$ cat config.mk
export PLATFORM = sky130hd
export DESIGN_NAME = regfile_sb
export DESIGN_NICKNAME = d
export VERILOG_FILES = /design/src/rtl/regfile_sb.sv
export SDC_FILE = /design/constraint.sdc
export NUM_CORES = 2
export LEC_CHECK = 0
export CORE_ASPECT_RATIO = 1.25
export CORE_UTILIZATION = 35
export CTS_CLUSTER_DIAMETER = 40
export DETAILED_ROUTE_END_ITERATION = 8
export PLACE_DENSITY = 0.49
export RECOVER_POWER = 100
export SYNTH_ARGS = -nofsm -noshare
export SYNTH_HDL_FRONTEND = slang
export SYNTH_SLANG_ARGS = --single-unit
$ cat constraint.sdc
create_clock -name clk -period 2.05 [get_ports clk]
set_input_delay 0.3075 -clock clk [delete_from_list [all_inputs] [get_ports clk]]
set_output_delay 0.3075 -clock clk [all_outputs]
set_load 0.05 [all_outputs]
$ cat src/rtl/regfile_sb.sv
// Multi-read-port register file with per-register busy scoreboard and a sequenced clear sweep.
// Optional same-cycle write forwarding is enabled by defining REGFILE_BYPASS_EN.
module regfile_sb #(
   parameter int unsigned XLEN  = 32,
   parameter int unsigned NREGS = 32,
   parameter int unsigned NREAD = 2,
   localparam int unsigned AW   = $clog2(NREGS)
) (
   input  logic                  clk,
   input  logic                  rst,
   input  logic [NREAD*AW-1:0]   readAddr,
   output logic [NREAD*XLEN-1:0] readData,
   output logic [NREAD-1:0]      readBusy,
   input  logic                  writeEnable,
   input  logic [AW-1:0]         writeAddr,
   input  logic [XLEN-1:0]       writeData,
   input  logic                  issueEnable,
   input  logic [AW-1:0]         issueAddr,
   input  logic                  clearReq,
   output logic                  clearBusy
);

   typedef enum logic {StIdle, StSweep} state_e;

   state_e            state_q, state_d;
   logic [AW-1:0]     index_q, index_d;
   logic [XLEN-1:0]   regs_q [NREGS];
   logic [XLEN-1:0]   regs_d [NREGS];
   logic [NREGS-1:0]  busy_q, busy_d;

   logic              idle;
   logic              wr_ok;
   logic              iss_ok;
   logic [AW-1:0]     rd_addr;

   assign idle      = (state_q == StIdle);
   assign wr_ok     = writeEnable && (writeAddr != '0) && idle;
   assign iss_ok    = issueEnable && (issueAddr != '0) && idle;
   assign clearBusy = (state_q == StSweep);

   always_comb begin
      state_d = state_q;
      index_d = index_q;
      regs_d  = regs_q;
      busy_d  = busy_q;
      unique case (state_q)
         StIdle: begin
            if (wr_ok) begin
               regs_d[writeAddr] = writeData;
               busy_d[writeAddr] = 1'b0;
            end
            // Issue after write so a same-cycle new producer leaves the register busy.
            if (iss_ok) begin
               busy_d[issueAddr] = 1'b1;
            end
            if (clearReq) begin
               index_d = AW'(1);
               state_d = StSweep;
            end
         end
         StSweep: begin
            regs_d[index_q] = '0;
            busy_d[index_q] = 1'b0;
            index_d         = index_q + AW'(1);
            if (index_q == AW'(NREGS - 1)) begin
               state_d = StIdle;
            end
         end
         default: state_d = StIdle;
      endcase
   end

   always_ff @(posedge clk or negedge rst) begin
      if (!rst) begin
         state_q <= StIdle;
         index_q <= '0;
         busy_q  <= '0;
         for (int i = 0; i < int'(NREGS); i++) begin
            regs_q[i] <= '0;
         end
      end else begin
         state_q <= state_d;
         index_q <= index_d;
         busy_q  <= busy_d;
         regs_q  <= regs_d;
      end
   end

   // Entry 0 is never written, so it reads as zero and never busy without a special case.
   always_comb begin
      readData = '0;
      readBusy = '0;
      rd_addr  = '0;
      for (int i = 0; i < int'(NREAD); i++) begin
         rd_addr                  = readAddr[i*AW +: AW];
         readData[i*XLEN +: XLEN] = regs_q[rd_addr];
         readBusy[i]              = busy_q[rd_addr];
`ifdef REGFILE_BYPASS_EN
         if (wr_ok && (rd_addr == writeAddr)) begin
            readData[i*XLEN +: XLEN] = writeData;
            readBusy[i]              = iss_ok && (issueAddr == rd_addr);
         end
`else
`endif
      end
   end

endmodule

==> impl_metrics.env <==
export IMPL_grt_first_pass_wirelength_microns=369000
export IMPL_final_area_sq_mm=0.0748
export IMPL_rrSetupSlack_ns=-0.10
export IMPL_layout_setup_ws_ns=-0.596
export IMPL_synth_area_per_cell_sq_um=10.7
export IMPL_dpl_cell_count=7726
export IMPL_min_period_ns=2.65
export IMPL_final_cells=8093
export IMPL_routedWlPerCell_microns=31.8
export IMPL_min_delay_start="clearReq"
export IMPL_area_growth_pct=31.6
export IMPL_track_usage_pct=30.7
export IMPL_die_w_microns=362
export IMPL_violations="capacitance limit, slew limit, setup timing"
export IMPL_grt_pass1_vias=49979
export IMPL_ys_seq_area_share_pct=46.8
export IMPL_overflow=0
export IMPL_clock_sinks=1062
export IMPL_required_ns=1.74
export IMPL_ys_ff_latch=1062
export IMPL_rows=165
export IMPL_wirelength_microns=257000
export IMPL_crit_fanout=3
export IMPL_cts_root_buf="clkbuf_16"
export IMPL_fmax_ghz=0.378
export IMPL_clk_latency_ns=0.81
export IMPL_r2r_end="regs_q[201]"
export IMPL_postPlaceCellArea_sq_mm=0.0679
export IMPL_synth_async_reset_ratio_pct=100
export IMPL_routabilityCongestion=0.913
export IMPL_worst_slew_pin_slew_ns=1.67
export IMPL_dp_hpwl_microns=169000
export IMPL_rsz0062_at_grt="true"
export IMPL_antenna_found_initial=12
export IMPL_min_path_cells=3
export IMPL_outcome="finished with violations"
export IMPL_path_clk_slew_ns=0.06
export IMPL_die_y_microns=453
export IMPL_vias_per_cell=6.17
export IMPL_synth_edf_count=0
export IMPL_p_per_area_mw_per_mm2=930
export IMPL_start_util_pct=35.2
export IMPL_syn_nets=5367
export IMPL_final_hold_viol_count=0
export IMPL_ant_nets=0
export IMPL_critical_path_class="reg2out"
export IMPL_p_leak_uw=0.0357
export IMPL_skew_ns=0.0190
export IMPL_hp_class="in2reg"
export IMPL_drive_above_1_share_pct=23.6
export IMPL_io_pins=124
export IMPL_multi_input_area_sq_mm=0.0295
export IMPL_slew_violations=110
export IMPL_r2r_start="clearBusy"
export IMPL_synth_area_sq_mm=0.0568
export IMPL_initialDrtViolationCount=5065
export IMPL_netlist_instances=5305
export IMPL_grt_max_degree=97
export IMPL_mostFrequentLayoutCell="dfrtp_1"
export IMPL_htreeDepth=4
export IMPL_cp_data_arrival_time_ns=2.34
export IMPL_cp_start_kind="flop"
export IMPL_relSlewSlack_pct=-11.4
export IMPL_nets=5842
export IMPL_ir_worst_vdd_mv=0.929
export IMPL_ys_warn_count=0
export IMPL_period_share_pct=129
export IMPL_cts_tree="yes"
export IMPL_drc=0
export IMPL_die_area_sq_mm=0.164
export IMPL_ys_types=45
export IMPL_cap_violations=1
export IMPL_regArea_sq_mm=0.0266
export IMPL_cts_buffers_inserted=161
export IMPL_mostFrequentLayoutCells="dfrtp_1 (1060), mux2i_1 (1038), a22o_1 (1028)"
export IMPL_first_pass_iters=7
export IMPL_nFillCells=14879
export IMPL_setup_violations=140
export IMPL_crit_path_end_kind="output pin"
export IMPL_clockBufferDepth=3
export IMPL_vias=49934
export IMPL_synthFlopType="dfrtp_1"
export IMPL_core_area_sq_mm=0.161
export IMPL_min_to="clearBusy"
export IMPL_reg2regPathDepth=6
export IMPL_port_buffers=123
[synth_stat cells, drive strengths merged, types with 2 or more instances]
master      n  share of area, %
a21oi     277               2.5
a22o     1028                16
a22oi     202               2.7
a2bb2oi     6             0.092
a31oi      66              0.73
and2       12              0.14
and3        9              0.11
buf       239               2.1
clkbuf    364               2.4
dfrtp    1062                47
ha          5              0.11
inv        10             0.066
mux2i    1057                19
nand2     465               3.1
nand2b     11              0.12
nand3     266               2.3
nand3b      5             0.066
nor2       16              0.11
nor2b      63              0.69
nor3       87              0.94
nor3b       4             0.070
o21ai      35              0.31
or2         4             0.044
or3b        2             0.031
[worst max-delay path by stage]
stage          depth (start not counted)           end   startpoint  slack, ns
2_1_floorplan                          8  readData[24]  readAddr[1]      -0.06
3_3_place_gp                          11  readData[59]  readAddr[5]      -0.94
3_5_place_dp                          11  readData[59]  readAddr[5]      -0.94
4_1_cts                                7  readData[39]  regs_q[775]      -0.61
5_1_grt                                6   readBusy[0]    busy_q[3]      -0.65
6_report                               7  readData[31]  regs_q[799]      -0.60
[power breakdown]
group / leakage [uW] / switching [uW] / internal (uW)
Clock: 0.00280 / 11600 / 18100
Combinational: 0.0181 / 9200 / 5950
Sequential: 0.0148 / 1760 / 22900
Total: 0.0357 / 22600 / 47000
[area by class of cell]
type / instances / area share [%]
clock buffer: 190 / 5.89
clock inverter: 111 / 1.84
multi-input combinational: 3630 / 39.4
timing repair buffer: 915 / 13.7
antenna: 4 / 0.0134
sequential: 1062 / 35.5
inverter: 10 / 0.0502
tap: 2171 / 3.63
[cell families (layout without fill, tap and decap cells)]
family | Yosys count | count (layout) | share of synthesized area, %
DFF | 1062 | 1062 | 46.8
muxes | 1057 | 1057 | 18.6
other | 0 | 4 | 0
adders and majority gates | 5 | 5 | 0.110
xor gates and xnor gates | 2 | 2 | 0.0308
buffers and inverters | 613 | 1226 | 4.55
AOI/OAI and AO/OA | 1617 | 1617 | 22.2
and+or+nand+nor | 949 | 949 | 7.79
[stage by stage]
step | power, uW | setup TNS (ns) | hold WS, ns | worst slack (ns) | utilization, %
6_report | 69600 | -34.00 | 0.202 | -0.596 | 46.3
5_1_grt | 71700 | -76.36 | 0.186 | -0.647 | 46.3
4_1_cts | 70200 | -33.60 | 0.129 | -0.614 | 46.6
3_5_place_dp | 39800 | -372.30 | 0.413 | -0.938 | 42.0
3_3_place_gp | 39700 | -365.97 | 0.410 | -0.942 | 42.0
2_1_floorplan | 31900 | -3.71 | 0.0119 | -0.0551 | -
[flip-flops by register name, summed over array words and instances, names as in the netlist]
name       cells
busy_q        32
clearBusy      1
index_q        5
regs_q      1024
[critical path, cell delays in order, from the launching register on]
cell     delay, ns
dfrtp_1       0.41
mux2i_1       0.19
a22o_1        0.17
nor3_1        0.04
a31oi_1       0.23
buf_4         0.19
nand3_4       0.10
buf_8         0.18
[layer usage]
metal  vias to the layer above  global-route usage (%)  part of all wire (%)
li1                      21019                       -                     -
met1                     25833                    42.2                    43
met2                      2501                    47.8                    45
met3                       577                    6.14                   7.8
met4                         4                    11.2                   4.1
met5                         -                       0                 0.012
[timing repair]
| action | in CTS | in global routing |
|---|---|---|
| pin swaps | 107 | 99 |
| gates resized for setup | 248 | 52 |
| buffers inserted | 47 | 35 |
| endpoints found under the hold margin | 877 | 0 |
| cloned | 2 | 1 |
| hold buffers | 1 | 0 |
| setup endpoints to repair | 67 | 82 |
(Power assumes the default switching activity.)
